$ cat src/rtl/ysyx_23060096_div_pkg.sv
`default_nettype none
// ============================================================================
// Module   : ysyx_23060096_div_pkg
// Brief    : Shared constants and state encoding for the RV32M divide sequencer.
// Revision : 1.0
// ============================================================================
package ysyx_23060096_div_pkg;

    localparam int XLEN  = 32;
    localparam int CNT_W = 6;

    localparam logic [CNT_W-1:0] CNT_INIT  = CNT_W'(XLEN);
    localparam logic [XLEN-1:0]  DIV0_QUOT = 32'hFFFF_FFFF;

    localparam logic [1:0] ST_IDLE = 2'd0;
    localparam logic [1:0] ST_CALC = 2'd1;
    localparam logic [1:0] ST_FIX  = 2'd2;
    localparam logic [1:0] ST_DONE = 2'd3;

endpackage
`default_nettype wire

$ cat src/rtl/ysyx_23060096_adder.sv
`default_nettype none
// ============================================================================
// Module   : ysyx_23060096_adder
// Brief    : XLEN-bit add/sub unit; op=1 computes a-b with carry=1 meaning no borrow.
// Revision : 1.0
// ============================================================================
module ysyx_23060096_adder #(
    parameter int XLEN = 32
) (
    input  logic [XLEN-1:0] a,
    input  logic [XLEN-1:0] b,
    input  logic            op,
    output logic [XLEN-1:0] result,
    output logic            carry
);

    logic [XLEN-1:0] w_b_eff;

    assign w_b_eff = b ^ {XLEN{op}};
    assign {carry, result} = {1'b0, a} + {1'b0, w_b_eff} + {{XLEN{1'b0}}, op};

endmodule
`default_nettype wire

$ cat src/rtl/ysyx_23060096_div_ctrl.sv
`default_nettype none
// ============================================================================
// Module   : ysyx_23060096_div_ctrl
// Brief    : Restoring-division sequencer for DIV/DIVU/REM/REMU on one shared
//            subtractor. Early-exit for |dividend| < |divisor| is enabled by
//            the macro YSYX_23060096_DIV_EARLY_EN.
// Revision : 1.0
// ============================================================================
module ysyx_23060096_div_ctrl
    import ysyx_23060096_div_pkg::*;
(
    input  logic            clk,
    input  logic            rst,
    input  logic            flush,
    input  logic            in_valid,
    output logic            in_ready,
    input  logic [XLEN-1:0] dividend,
    input  logic [XLEN-1:0] divisor,
    input  logic            is_signed,
    output logic            out_valid,
    input  logic            out_ready,
    output logic [XLEN-1:0] quotient,
    output logic [XLEN-1:0] remainder,
    output logic            div_by_zero
);

    logic [1:0]       r_state;
    logic [CNT_W-1:0] r_cnt;
    logic [XLEN-1:0]  r_q;
    logic [XLEN-1:0]  r_rem;
    logic [XLEN-1:0]  r_dsr;
    logic             r_q_neg;
    logic             r_r_neg;
    logic             r_dbz;

    logic [XLEN-1:0]  w_dvd_abs;
    logic [XLEN-1:0]  w_dsr_abs;
    logic [XLEN-1:0]  w_t;
    logic [XLEN-1:0]  w_a;
    logic [XLEN-1:0]  w_b;
    logic [XLEN-1:0]  w_sum;
    logic             w_carry;
    logic             w_take;

    assign w_dvd_abs = (is_signed && dividend[XLEN-1]) ? (~dividend + 1'b1) : dividend;
    assign w_dsr_abs = (is_signed && divisor[XLEN-1])  ? (~divisor + 1'b1)  : divisor;
    assign w_t       = {r_rem[XLEN-2:0], r_q[XLEN-1]};
    // The bit shifted out of rem makes t exceed any 32-bit divisor, so it forces a subtract.
    assign w_take    = r_rem[XLEN-1] | w_carry;

    always_comb begin
        w_a = '0;
        w_b = '0;
        case (r_state)
            ST_CALC: begin
                w_a = w_t;
                w_b = r_dsr;
            end
            ST_FIX: begin
                w_b = (r_cnt == '0) ? r_q : r_rem;
            end
`ifdef YSYX_23060096_DIV_EARLY_EN
            ST_IDLE: begin
                w_a = w_dvd_abs;
                w_b = w_dsr_abs;
            end
`endif
            default: begin
                w_a = '0;
                w_b = '0;
            end
        endcase
    end

    ysyx_23060096_adder #(
        .XLEN   (XLEN)
    ) u_adder (
        .a      (w_a),
        .b      (w_b),
        .op     (1'b1),
        .result (w_sum),
        .carry  (w_carry)
    );

    always_ff @(posedge clk) begin
        if (rst) begin
            r_state <= ST_IDLE;
            r_cnt   <= '0;
            r_q     <= '0;
            r_rem   <= '0;
            r_dsr   <= '0;
            r_q_neg <= 1'b0;
            r_r_neg <= 1'b0;
            r_dbz   <= 1'b0;
        end else if (flush) begin
            r_state <= ST_IDLE;
        end else begin
            case (r_state)
                ST_IDLE: begin
                    if (in_valid) begin
                        r_q_neg <= is_signed & (dividend[XLEN-1] ^ divisor[XLEN-1]);
                        r_r_neg <= is_signed & dividend[XLEN-1];
                        r_dsr   <= w_dsr_abs;
                        if (divisor == '0) begin
                            r_q     <= DIV0_QUOT;
                            r_rem   <= dividend;
                            r_dbz   <= 1'b1;
                            r_state <= ST_DONE;
`ifdef YSYX_23060096_DIV_EARLY_EN
                        end else if (!w_carry) begin
                            r_q     <= '0;
                            r_rem   <= w_dvd_abs;
                            r_dbz   <= 1'b0;
                            r_cnt   <= '0;
                            r_state <= ST_FIX;
`endif
                        end else begin
                            r_q     <= w_dvd_abs;
                            r_rem   <= '0;
                            r_dbz   <= 1'b0;
                            r_cnt   <= CNT_INIT;
                            r_state <= ST_CALC;
                        end
                    end
                end
                ST_CALC: begin
                    r_rem <= w_take ? w_sum : w_t;
                    r_q   <= {r_q[XLEN-2:0], w_take};
                    r_cnt <= r_cnt - 1'b1;
                    if (r_cnt == CNT_W'(1)) begin
                        r_state <= ST_FIX;
                    end
                end
                ST_FIX: begin
                    // Counter 0 selects the quotient pass, 1 the remainder pass.
                    if (r_cnt == '0) begin
                        if (r_q_neg) begin
                            r_q <= w_sum;
                        end
                        r_cnt <= CNT_W'(1);
                    end else begin
                        if (r_r_neg) begin
                            r_rem <= w_sum;
                        end
                        r_cnt   <= '0;
                        r_state <= ST_DONE;
                    end
                end
                ST_DONE: begin
                    if (out_ready) begin
                        r_state <= ST_IDLE;
                    end
                end
                default: begin
                    r_state <= ST_IDLE;
                end
            endcase
        end
    end

    assign in_ready    = (r_state == ST_IDLE);
    assign out_valid   = (r_state == ST_DONE);
    assign quotient    = r_q;
    assign remainder   = r_rem;
    assign div_by_zero = r_dbz;

endmodule
`default_nettype wire

$ cat config.mk
export PLATFORM = sky130hd
export DESIGN_NAME = ysyx_23060096_div_ctrl
export DESIGN_NICKNAME = d
export VERILOG_FILES = /design/src/rtl/ysyx_23060096_div_pkg.sv /design/src/rtl/ysyx_23060096_adder.sv /design/src/rtl/ysyx_23060096_div_ctrl.sv
export SDC_FILE = /design/constraint.sdc
export NUM_CORES = 1
export LEC_CHECK = 0
export BUFFER_PORTS_ARGS = -buffer_cell sky130_fd_sc_hd__buf_4
export CORE_MARGIN = 1.5
export CORE_UTILIZATION = 50
export DETAILED_ROUTE_END_ITERATION = 10
export PLACE_DENSITY = 0.7
export RECOVER_POWER = 50
export SLEW_MARGIN = 20
export SYNTH_ARGS = -nofsm -noshare
export SYNTH_HDL_FRONTEND = slang
export SYNTH_SLANG_ARGS = --single-unit
$ cat constraint.sdc
create_clock -name clk -period 6.1 [get_ports clk]
set_input_delay 0.305 -clock clk [delete_from_list [all_inputs] [get_ports clk]]
set_output_delay 0.305 -clock clk [all_outputs]
set_load 0.005 [all_outputs]
==> summary.md <==
| Metric | Value |
|---|---|
| Die Y | `139 um` |
| Largest area contributor in the netlist | `dfxtp_1` |
| Max-cap violations | `1` |
| Layout fillers | `1,805` |
| Num rows | `49` |
| Min-Delay Path Class | `in -> reg` |
| Crit path launch | `r_state[1]$_SDFFE_PP0P_` |
| TritonCTS Buffers | `9` |
| Post-synth cell types | `70` |
| DPL Wire Length | `26.5 mm` |
| Number of cells produced by synthesis | `1,294` |
| Postcts setup bufs | `0` |
| Worst-Margin Slew | `2410 ps` |
| WHS | `150 ps` |
| Synthesis-to-layout area growth | `15.6%` |
| Post-synth EDFFs | `0` |
| Crit path time final | `5080 ps` |
| Clock Skew | `18.5 ps` |
| Htree depth | `3` |
| Post-synthesis net count | `1,405` |
| Post-Syn Area | `0.00921 sq mm` |
| Clock sinks | `107` |
| WS Path Type | `reg -> reg` |
| Mean post-synth cell area | `7.12 sq um` |
| Grt ovf | `0` |
| Synth Register Bits | `107` |
| Max transition margin | `-0.604` |
| Warning count from the yosys run | `0` |
| Hold_buf cts | `0` |
| Sequential cell area fraction in the yosys report | `0.233` |
| Share of cells above drive strength 1 | `0.149` |
| Tcrit/Tclk final | `0.833` |
| Commonest cells in the netlist | `nand2_1 (185), nor2_1 (156), a21oi_1 (112), dfxtp_1 (107), o21ai_0 (92)` |
| # IOs | `137` |
| GRT Util Overall | `0.372` |
| Clock buffer depth | `2` |
| Run status | `complete, but fails checks` |
| DIE WIDTH | `139 um` |
| Clock-pin slew on the worst setup and hold paths | `80 ps` |
| Synth area leaders | `dfxtp_1 (23%), nand2_1 (7.5%), nor2_1 (6.4%)` |
| Initial Utilization | `0.511` |
| Largest net degree at the start of global routing | `94` |
| Die ar. | `0.0192 sq mm` |
| Initial antenna violation count | `1` |
| Hold path startpoint | `flush` |
| Vias | `10.4k` |
| First drt pass iteration count | `5` |
| Pleak | `0.00424 uW` |
| Final hold violations | `0` |
| RSZ-0062 raised after global routing | `false` |
| Failing checks | `capacitance limit, slew limit` |
| N_diodes | `0` |
| Iteration-0 DRC Markers | `1,107` |
| Drt via density | `6.48` |
| Fmax | `0.197 GHz` |
| First-pass GRT wire length | `56.3 mm` |
| Clk root buf | `clkbuf_16` |
| Final setup violating endpoints | `0` |
| Post-CTS Resized | `0` |
| Final nets | `1,485` |
| Most frequent cell after synthesis | `nand2_1` |
| Routed len/inst | `22.6 um` |
| DRC | `0` |
| Worst R2R Start | `r_state[1]$_SDFFE_PP0P_` |
| Number of global-route vias before repair | `9,869` |
| Total Wirelength | `36.3 mm` |
| Critical Path End Type | `register` |
| Port Buffers | `136` |
| Final ANT Viol Nets | `0` |
| Worst skew pair latency | `380 ps` |
| Final Max Tran Viols | `65` |
| Synth top area share | `0.233` |
| Fraction of registers with async set/reset | `0` |
| CP max FO | `26` |
| Startpoint types | `register` |
| GP Congestion | `1.01` |
| Main synth FF type | `dfxtp_1` |
| CTS tree | `done` |
| Placeable Area | `0.0180 sq mm` |
| Pwr Density | `235 mW/mm^2` |
| Peak supply drop | `0.204 mV` |
| Critical Path RT | `6300 ps` |
| Setup TNS | `0 ps` |
| Crit path DAT | `5280 ps` |
path summary, 6_finish.rpt:
check | end | slack (ps) | cells after the start
max | remainder[4]$_SDFFE_PP0P_ | 1020 | 17
min | r_state[0]$_SDFFE_PP0P_ | 150 | 2
max reg2reg | remainder[4]$_SDFFE_PP0P_ | 1020 | 17
min reg2reg | r_dsr[31]$_SDFFE_PP0P_ | 450 | 2
logic make-up (layout without fill, tap and decap cells):
| logic type | count (synthesis) | after routing | synth area share |
|---|---|---|---|
| xor+xnor | 81 | 81 | 0.0770 |
| buf+inv | 115 | 200 | 0.0522 |
| flops | 107 | 107 | 0.233 |
| fa+ha+maj | 41 | 41 | 0.0565 |
| mux | 47 | 47 | 0.0531 |
| compound gates | 391 | 391 | 0.274 |
| simple gates | 512 | 512 | 0.255 |
state kept, by name, summed over array words and instances (netlist names):
signal,count
div_by_zero,1
quotient,32
r_cnt,6
r_dsr,32
r_q_neg,1
r_r_neg,1
r_state,2
remainder,32
per-stage QoR:
| stage | std cells | utilization | cell area (sq um) | worst slack [ps] | power, uW |
|---|---|---|---|---|---|
| after global placement | 1592 | 0.575 | 10400 | 1240 | 1870 |
| after detailed placement | 1592 | 0.575 | 10400 | 1090 | 1880 |
| final | 1608 | 0.591 | 10600 | 1020 | 2500 |
| after floorplan | 1294 | - | 9210 | 1430 | 1500 |
| after global routing | 1608 | 0.591 | 10600 | 662 | 2610 |
| after CTS | 1608 | 0.592 | 10700 | 1080 | 2480 |
cells in the final DEF (no fill, tap or decap), drive strengths merged, types with 34 or more instances in the layout:
cell    instances
dfxtp         107
xor2           35
ha             40
a311oi         34
nand2         185
o21ai          94
nor2          157
a21oi         112
clkbuf         76
a211oi         42
buf            94
nor3           37
xnor2          46
and2           38
final cells by class:
type	count	area [sq um]	area share
Multi-Input combinational cell	1072	6640	0.623
Sequential cell	107	2140	0.201
Timing Repair Buffer	161	1190	0.112
Tap cell	229	287	0.0269
Clock buffer	9	225	0.0212
Inverter	23	86.3	0.00811
Clock inverter	7	72.6	0.00682
worst max-delay path, stage by stage (launching register included):
cell and delay [ps]:
dfxtp_1 390, inv_1 90, ha_2 650, clkinv_1 520, nor2_1 230, ha_1 180
inv_1 50, fa_1 420, a211oi_1 340, o211ai_1 180, a31o_2 280, a31oi_1 130
o21ai_1 130, o31a_1 410, buf_12 240, mux2_2 290, a221oi_1 250, a211oi_1 120
power breakdown:
| part | switching (uW) | total, uW | internal, uW |
|---|---|---|---|
| logic | 622 | 1050 | 424 |
| registers | 82.6 | 844 | 761 |
| clock network | 318 | 606 | 289 |
per-layer routing:
layer  track usage  part of all wire
met1         0.519              0.43
met3        0.0704              0.10
met2         0.559              0.43
met5             0                 0
met4         0.164             0.039
Note: power is estimated with default switching activity, not from simulation.
